<file path="src/rtl/dice_pkg.sv">
// dice_pkg: shared encodings and constants for the craps judge.
//   phase_e   : game phase as seen on the phase output
//   DIE_*     : legal face range of one die
//   SUM_*     : come-out naturals and craps
//   die_ok()  : 1 when a die value is a legal face
package dice_pkg;

  typedef enum logic [1:0] {
    PH_IDLE     = 2'd0,
    PH_COME_OUT = 2'd1,
    PH_POINT    = 2'd2,
    PH_DONE     = 2'd3
  } phase_e;

  localparam logic [3:0] DIE_MIN    = 4'd1;
  localparam logic [3:0] DIE_MAX    = 4'd6;
  localparam logic [3:0] SUM_NAT7   = 4'd7;
  localparam logic [3:0] SUM_NAT11  = 4'd11;
  localparam logic [3:0] SUM_CRAP2  = 4'd2;
  localparam logic [3:0] SUM_CRAP3  = 4'd3;
  localparam logic [3:0] SUM_CRAP12 = 4'd12;

  function automatic logic die_ok(input logic [3:0] d);
    return (d >= DIE_MIN) && (d <= DIE_MAX);
  endfunction

endpackage

</file>
<file path="src/rtl/dice_roll_sampler.sv">
// dice_roll_sampler: turns the keyf falling edge into a one-cycle sample
// strobe delayed by one clock, so num2 (updated by the dice stage on the
// fall) is stable when read, and classifies the sampled dice.
//   clk, rst    : clock, synchronous active-high reset
//   keyf_i      : roll button (debounced)
//   num1, num2  : dice values from the dice stage
//   sample_ok   : strobe, both dice in 1..6
//   roll_err    : strobe, at least one die out of range
module dice_roll_sampler
  import dice_pkg::*;
(
  input  logic       clk,
  input  logic       rst,
  input  logic       keyf,
  input  logic [3:0] num1,
  input  logic [3:0] num2,
  output logic       sample_ok,
  output logic       roll_err
);

  logic keyf_q, keyf_d;
  logic sample_p_q, sample_p_d;
  logic dice_ok;

  // A new fall re-arms the strobe even when it is already set, so
  // back-to-back falls each produce exactly one sample.
  assign keyf_d     = keyf;
  assign sample_p_d = keyf_q & ~keyf;

  always_ff @(posedge clk) begin
    if (rst) begin
      keyf_q     <= 1'b0;
      sample_p_q <= 1'b0;
    end else begin
      keyf_q     <= keyf_d;
      sample_p_q <= sample_p_d;
    end
  end

  assign dice_ok   = die_ok(num1) & die_ok(num2);
  assign sample_ok = sample_p_q &  dice_ok;
  assign roll_err  = sample_p_q & ~dice_ok;

endmodule

</file>
<file path="src/rtl/dice_judge.sv">
// dice_judge: craps scoring for the two dice from the dice stage.
//   clk, rst           : clock, synchronous active-high reset
//   keyf, clr          : roll / new-game buttons shared with the dice stage
//   num1, num2         : dice values (1..6 valid)
//   sum, point, phase  : last valid sum, current point, game phase
//   win, lose          : game result levels, held in DONE
//   roll_err           : one-cycle pulse on an out-of-range sample
//   roll_cnt           : valid rolls this game
//   win_cnt, lose_cnt  : games won / lost since reset (saturating)
module dice_judge
  import dice_pkg::*;
#(
  parameter int CNT_W = 8
) (
  input  logic             clk,
  input  logic             rst,
  input  logic             keyf,
  input  logic             clr,
  input  logic [3:0]       num1,
  input  logic [3:0]       num2,
  output logic [3:0]       sum,
  output logic [3:0]       point,
  output logic [1:0]       phase,
  output logic             win,
  output logic             lose,
  output logic             roll_err,
  output logic [CNT_W-1:0] roll_cnt,
  output logic [CNT_W-1:0] win_cnt,
  output logic [CNT_W-1:0] lose_cnt
);

  localparam logic [CNT_W-1:0] ONE = CNT_W'(1);

  logic       sample_ok, sample_err;
  logic [3:0] roll_sum;

  phase_e           phase_q, phase_d;
  logic [3:0]       sum_q, sum_d, point_q, point_d;
  logic             win_q, win_d, lose_q, lose_d, err_q, err_d;
  logic [CNT_W-1:0] roll_q, roll_d, wins_q, wins_d, losses_q, losses_d;

  dice_roll_sampler u_sampler (
    .clk       (clk),
    .rst       (rst),
    .keyf      (keyf),
    .num1      (num1),
    .num2      (num2),
    .sample_ok (sample_ok),
    .roll_err  (sample_err)
  );

  // Only used on valid samples (2..12), so 4 bits never overflow.
  assign roll_sum = num1 + num2;

  always_ff @(posedge clk) begin
    if (rst) begin
      phase_q  <= PH_IDLE;
      sum_q    <= '0;
      point_q  <= '0;
      win_q    <= 1'b0;
      lose_q   <= 1'b0;
      err_q    <= 1'b0;
      roll_q   <= '0;
      wins_q   <= '0;
      losses_q <= '0;
    end else begin
      phase_q  <= phase_d;
      sum_q    <= sum_d;
      point_q  <= point_d;
      win_q    <= win_d;
      lose_q   <= lose_d;
      err_q    <= err_d;
      roll_q   <= roll_d;
      wins_q   <= wins_d;
      losses_q <= losses_d;
    end
  end

  always_comb begin
    phase_d  = phase_q;
    sum_d    = sum_q;
    point_d  = point_q;
    win_d    = win_q;
    lose_d   = lose_q;
    err_d    = sample_err;
    roll_d   = roll_q;
    wins_d   = wins_q;
    losses_d = losses_q;

    unique case (phase_q)
      PH_IDLE, PH_DONE: begin
        // Samples are dropped here; clr starts a fresh game.
        if (clr) begin
          phase_d = PH_COME_OUT;
          sum_d   = '0;
          point_d = '0;
          roll_d  = '0;
          win_d   = 1'b0;
          lose_d  = 1'b0;
        end
      end
      PH_COME_OUT, PH_POINT: begin
        // clr only re-arms the dice stage mid-game, so it is not looked at.
        if (sample_ok) begin
          sum_d  = roll_sum;
          roll_d = (&roll_q) ? roll_q : roll_q + ONE;
          if (phase_q == PH_COME_OUT) begin
            if (roll_sum == SUM_NAT7 || roll_sum == SUM_NAT11) begin
              phase_d = PH_DONE;
              win_d   = 1'b1;
            end else if (roll_sum == SUM_CRAP2 || roll_sum == SUM_CRAP3 ||
                         roll_sum == SUM_CRAP12) begin
              phase_d = PH_DONE;
              lose_d  = 1'b1;
            end else begin
              phase_d = PH_POINT;
              point_d = roll_sum;
            end
          end else if (roll_sum == point_q) begin
            phase_d = PH_DONE;
            win_d   = 1'b1;
          end else if (roll_sum == SUM_NAT7) begin
            phase_d = PH_DONE;
            lose_d  = 1'b1;
          end
          if (win_d && !win_q)
            wins_d = (&wins_q) ? wins_q : wins_q + ONE;
          if (lose_d && !lose_q)
            losses_d = (&losses_q) ? losses_q : losses_q + ONE;
        end
      end
      default: phase_d = PH_IDLE;
    endcase
  end

  assign sum      = sum_q;
  assign point    = point_q;
  assign phase    = phase_q;
  assign win      = win_q;
  assign lose     = lose_q;
  assign roll_err = err_q;
  assign roll_cnt = roll_q;
  assign win_cnt  = wins_q;
  assign lose_cnt = losses_q;

endmodule

</file>
<file path="config.mk">
export PLATFORM = sky130hd
export DESIGN_NAME = dice_judge
export DESIGN_NICKNAME = d
export VERILOG_FILES = /design/src/rtl/dice_pkg.sv /design/src/rtl/dice_roll_sampler.sv /design/src/rtl/dice_judge.sv
export SDC_FILE = /design/constraint.sdc
export NUM_CORES = 1
export LEC_CHECK = 0
export CAP_MARGIN = 10
export CORE_AREA = 2 2 83 85
export DETAILED_ROUTE_END_ITERATION = 10
export DIE_AREA = 0 0 85 87
export HOLD_SLACK_MARGIN = 0.06
export REMOVE_ABC_BUFFERS = 1
export SLEW_MARGIN = 20
export SYNTH_ARGS = -nofsm -noshare
export SYNTH_HDL_FRONTEND = slang
export SYNTH_SLANG_ARGS = --single-unit
</file>
<file path="constraint.sdc">
create_clock -name clk -period 8.2 [get_ports clk]
set_clock_uncertainty 0.15 [all_clocks]
set_input_delay 0.82 -clock clk [delete_from_list [all_inputs] [get_ports clk]]
set_output_delay 0.82 -clock clk [all_outputs]
set_load 0.005 [all_outputs]
</file>
### Word-level counts from Yosys, hierarchy flattened

Cells that the tools add are included.

| operators by class | value |
|---|---|
| add/sub/neg operators | 4 |
| order comparisons | 4 |
| equal/unequal tests | 16 |
| mux-type cells | 37 |
| bitwise operators | 8 |
| reductions and logical operators | 21 |

Operator list:

| cell | count |
|---|---|
| $add A8 B1 Y8 const B | 3 |
| $mux W4 | 6 |
| $mux W8 | 3 |
| $reduce_and A8 Y1 | 3 |
| $mux W1 | 17 |
| $pmux W4 S2 | 2 |
| $pmux W8 S2 | 1 |
| $ne A2 B2 Y1 const B | 6 |
| $mux W2 | 5 |
| $eq A4 B2 Y1 const B | 2 |
| $eq A4 B4 Y1 const B | 2 |
| $ge A4 B1 Y1 const B | 2 |
| $le A4 B3 Y1 const B | 2 |
| $reduce_and A4 Y1 | 2 |
| $reduce_and A3 Y1 | 2 |
| $reduce_and A5 Y1 | 1 |
| $add A4 B4 Y4 | 1 |
| $and A1 B1 Y1 | 4 |
| $eq A2 B2 Y1 const B | 2 |
| $eq A4 B3 Y1 const B | 1 |
| $eq A4 B4 Y1 | 1 |
| $logic_and A1 B1 Y1 | 4 |
| $ne A4 B4 Y1 const B | 1 |
| $not A1 Y1 | 4 |
| 8 further kinds | 13 |

| storage, ports and cells | value |
|---|---|
| bits in registers | 39 |
| input bits | 12 |
| output and inout port bits | 37 |
| word-level logic and storage cells | 101 |

### Longest topological paths before layout

| logic depth | value |
|---|---|
| word-level depth | 11 |
| gate-level depth with buffers | 10 |
| gate-level depth less buffers | 8 |

### By module

Synthesis repeated with hierarchy kept, for this count alone.

| unflattened totals | value |
|---|---|
| cells, all modules | 240 |
| area, all modules | 2118.3 sq um |

Modules (own cells, without submodules):

| module | instances | cells an instance | area each (sq um) | sequential area each (sq um) |
|---|---|---|---|---|
| dice_judge | 1 | 227 | 2011.9 | 740.7 |
| dice_roll_sampler | 1 | 13 | 106.4 | 40.0 |

### Worst setup path after synthesis

OpenSTA, ideal clock, no wires.

| timing | value |
|---|---|
| kind | in2reg |
| from | input num1[0] |
| to | register wins_q[7], in the netlist win_cnt[7] |
| setup time | 0.071 ns |
| arrival | 3.266 ns |
| data required time | 7.979 ns |
| slack | 4.714 ns |
| cell stages on the path | 8 |
| path buffers | 1 |
| cell sequence | ha_1 -> fa_1 -> clkbuf_1 -> xor2_1 -> or3_1 -> o32a_4 -> or4_1 -> a21oi_1 |

| between the ends | value |
|---|---|
| cells in the longest elaborated chain, start to end | 9 |
| elaborated cells between the ends (all ways) | 17 |
| classes of those cells | 1 x add/sub; 2 x order compare; 3 x eq/ne; 5 x mux; 2 x bitwise; 4 x reduce/logical |

RTL lines:

| element | line | text |
|---|---|---|
| start: declaration | dice_judge.sv:19 | `input logic [3:0] num1,` |
| $add A4 B4 Y4 | dice_judge.sv:53 | `assign roll_sum = num1 + num2;` |
| $eq A4 B3 Y1 / $eq A4 B4 Y1 (equally long branches) | dice_judge.sv:108 | `if (roll_sum == SUM_NAT7 \|\| roll_sum == SUM_NAT11) begin` |
| $logic_or A1 B1 Y1 | dice_judge.sv:108 |  |
| $mux W1 | dice_judge.sv:108 |  |
| $mux W1 | dice_judge.sv:107 | `if (phase_q == PH_COME_OUT) begin` |
| $mux W1 | dice_judge.sv:104 | `if (sample_ok) begin` |
| $mux W1 | dice_judge.sv:90 | `unique case (phase_q)` |
| $logic_and A1 B1 Y1 | dice_judge.sv:126 | `if (win_d && !win_q)` |
| $reduce_and A4 Y1 (no line) (*) | n/a |  |
| end signal: assignment | dice_judge.sv:74 | `wins_q <= wins_d;` |
| end: declaration | dice_judge.sv:40 | `logic [CNT_W-1:0] roll_q, roll_d, wins_q, wins_d, losses_q, losses_d;` |

Mark *: on every way between the ends. The rest lies on a longest branch, timed or not. The select of a mux whose other input is x is not followed.
A chain may end at the register's enable or synchronous reset.

### Final worst setup path

| timing | value |
|---|---|
| from | input num1[0] |
| to | register wins_q[6], in the netlist win_cnt[6] |

Same word-level chain as after synthesis.

==> impl_metrics.toml <==
[placement]
gp_congestion = 0.8257
hpwlAfterDp_mm = 3.578
place_inst = 365
port_buffers = 48

[pwr]
ir_drop_mv = 0.09212
p_per_area_nw_per_um2 = 142.1
leakage_nw = 0.9212

[grt]
first_global_vias = 1750
antenna_found_initial = 0
grt_max_degree = 36
grt_overflow = 0
grt_usage = 0.1423
grt_pass1_wl_mm = 8.583

[logic_synthesis]
async_flop_share = 0
synthAdderAreaFrac = 0.05994
synth_mux_area_frac = 0.004611
yosys.area_share.xor_xnor = 0.06513
synth-compound-area-share = 0.2058
avgSynthCellArea_sq_um = 8.649
synth_cell_type_count = 49
synth_warnings = 0
synth_top_family_by_area = "simple AND/OR/NAND/NOR gates"
synth.ff_latch_count = 39
ys.flop_type = "dfxtp_1"
synth-simple-area-share = 0.2686
synth_area_sq_um = 2171
syn-instance-count = 251
synth_edf_count = 0
ys_seq_area_frac = 0.3597

[timing]
finalHoldViolCount = 0
setup_viol = 0
max_slew_margin = 0.4096
setup_tns_ns = 0
worstMarginPinSlew_ns = 0.8733
min_period_over_period = 0.4998
min_period_ns = 4.098
fmaxAchievable_ghz = 0.2440
slew_violations = 0
rsz0062_at_grt = "no"

[cts]
cts-resized-gates = 0
cts_sinks = 39
holdBufCountCts = 0
cts_tree = "yes"
cts_setup_buffers = 0
cts_made_buffers = 5
cts_max_level = 2
clk_pin_slew_ns = 0.08
insertion_delay_ns = 0.29
clockBufferDepth = 2
cts_root_buffer = "clkbuf_8"

[drt]
wl_met2_mm = 2.380
wl_per_cell_microns = 14.29
wl_met1_mm = 2.635
highest_layer = "met4"
routed_wl_mm = 5.332
drt_iter0_markers = 96
vias = 2014
drt-vias-per-instance = 5.399
first_pass_iters = 4
drc_errors = 0
met3_length_microns = 262
ant_nets = 0

[worst_setup_path]
crit_top_cell = "xnor2_1"
cp.required_ns = 8.28
cp-end-kind = "register"
r2r_start = "phase[0]$_SDFFE_PP0P_"
path_delay_family = "simple AND/OR/NAND/NOR gates"
slowest_delay_ns = 0.71
critical_path_arrival_ns = 4.17
cp_num_cells = 9
reg2reg_slack_ns = 5.27
cp_cell_sequence = "clkdlybuf4s50_1 > ha_1 > fa_1 > xnor2_1 > xnor2_1 > or3_1 > o32a_4 > or4_1 > a21oi_1"
critPathSlowestCell = "xnor2_1"
ff2ff_path_depth = 7
critPathBufInv = 1
worst_setup_path_start_kind = "input port"
r2r-end = "roll_cnt[6]$_SDFFE_PP0P_"
cp_max_fo = 17
crit_type = "input port to register"

[hold_path]
holdPathStages = 2
worstHoldEndpoint = "roll_err$_SDFF_PP0_"
hp-class = "register to register"
hold_start = "u_sampler.sample_p_q$_SDFF_PP0_"

[final_layout]
finalNetCount = 313
diodes = 0
regArea_sq_um = 780.7
final_cell_mix = "clkdlybuf4s50_1, dfxtp_1, a21oi_1, nor2_1, nand2_1"
final_common_cell = "clkdlybuf4s50_1"
final_cells = 373
layout-drive-gt1-share = 0.05461
multi_input_area_sq_um = 1319
nFillCells = 627
syn2layout_area_growth_pct = 28.93

[die]
io_pins = 49
die_x_microns = 85
start_util = 0.3305
die-area_sq_um = 7395
core-area_sq_um = 6569
std_cell_rows = 30
die_h_microns = 87

[job]
drv_cap = 0

[status]
status = "complete, no violations"
[registers in the layout, indices dropped and copies added (netlist names)]
signal and flops:
u_sampler.keyf_q 1, u_sampler.sample_p_q 1, phase 2, win 1, roll_cnt 8, lose 1, lose_cnt 8, roll_err 1
sum 4, point 4, win_cnt 8
[cell families (layout without fill, tap and decap cells)]
family / after synthesis / after routing
and+or+nand+nor: 104 / 104
adders and majority gates: 10 / 10
AOI/OAI and AO/OA: 66 / 66
xor gates and xnor gates: 13 / 13
muxes: 1 / 1
DFF: 39 / 39
buffers and inverters: 18 / 60
[how the worst max path moves through the flow]
stage            start                        to
2_1_floorplan  num1[0]   win_cnt[7]$_SDFFE_PP0P_
3_3_place_gp   num1[0]   win_cnt[4]$_SDFFE_PP0P_
3_5_place_dp   num1[0]  lose_cnt[1]$_SDFFE_PP0P_
4_1_cts        num1[0]   win_cnt[4]$_SDFFE_PP0P_
5_1_grt        num1[0]   win_cnt[3]$_SDFFE_PP0P_
6_report       num1[0]   win_cnt[6]$_SDFFE_PP0P_
[worst min-delay path, cell delays in order (launching register included)]
cell      delay, ns
dfxtp_1        0.31
nand2b_1       0.06
a21oi_1        0.04
[stage by stage]
stage          setup WS [ns]  total power [W]  area, sq um  hold WS, ns  utilization
5_1_grt                3.835        0.0004166         2799       0.3133       0.4261
3_3_place_gp           3.833        0.0002569         2691       0.2830       0.4097
3_5_place_dp           3.716        0.0002576         2691       0.2918       0.4097
4_1_cts                4.061        0.0004016         2791       0.3035       0.4250
6_report               4.102        0.0003976         2799       0.2957       0.4261
2_1_floorplan          4.555        0.0002359         2103       0.2712            -
[report_power, final]
| part | internal (W) | switching [W] |
|---|---|---|
| clock network | 0.0000768 | 0.0000665 |
| registers | 0.000190 | 0.000000839 |
| logic | 0.0000263 | 0.0000367 |
| total | 0.000294 | 0.000104 |
[synth_stat cells (3+ instances only)]
master | instances | area, sq um
nor3b_1 | 3 | 22.52
nand4_1 | 5 | 31.28
and2_1 | 3 | 18.77
or3_1 | 3 | 18.77
nor2b_1 | 4 | 25.02
dfxtp_1 | 39 | 780.8
o31ai_1 | 12 | 90.09
a211oi_1 | 3 | 22.52
clkbuf_1 | 11 | 41.29
ha_1 | 8 | 100.1
buf_2 | 3 | 15.01
nand2b_1 | 5 | 31.28
xnor2_1 | 8 | 70.07
or4_1 | 12 | 90.09
a2111oi_0 | 3 | 26.28
and3_1 | 7 | 43.79
a21oi_1 | 25 | 125.1
nand3_1 | 14 | 70.07
xor2_1 | 3 | 26.28
o21ai_0 | 5 | 25.02
nor2_1 | 20 | 75.07
nand2_1 | 16 | 60.06
inv_1 | 3 | 11.26
[layout make-up]
type	instances	share of cell area
well taps	80	0.03576
flip-flops and latches	39	0.2789
inverters	3	0.004023
multi-input cells	194	0.4712
repair buffers	49	0.1743
clock buffers	8	0.03576
[layer usage]
layer,GRT usage,vias to the layer above
met1,0.1998,943
met2,0.2180,46
met5,0,-
met3,0.03791,6
met4,0.03463,0
li1,-,1019
Note: power is estimated with default switching activity, not from simulation.
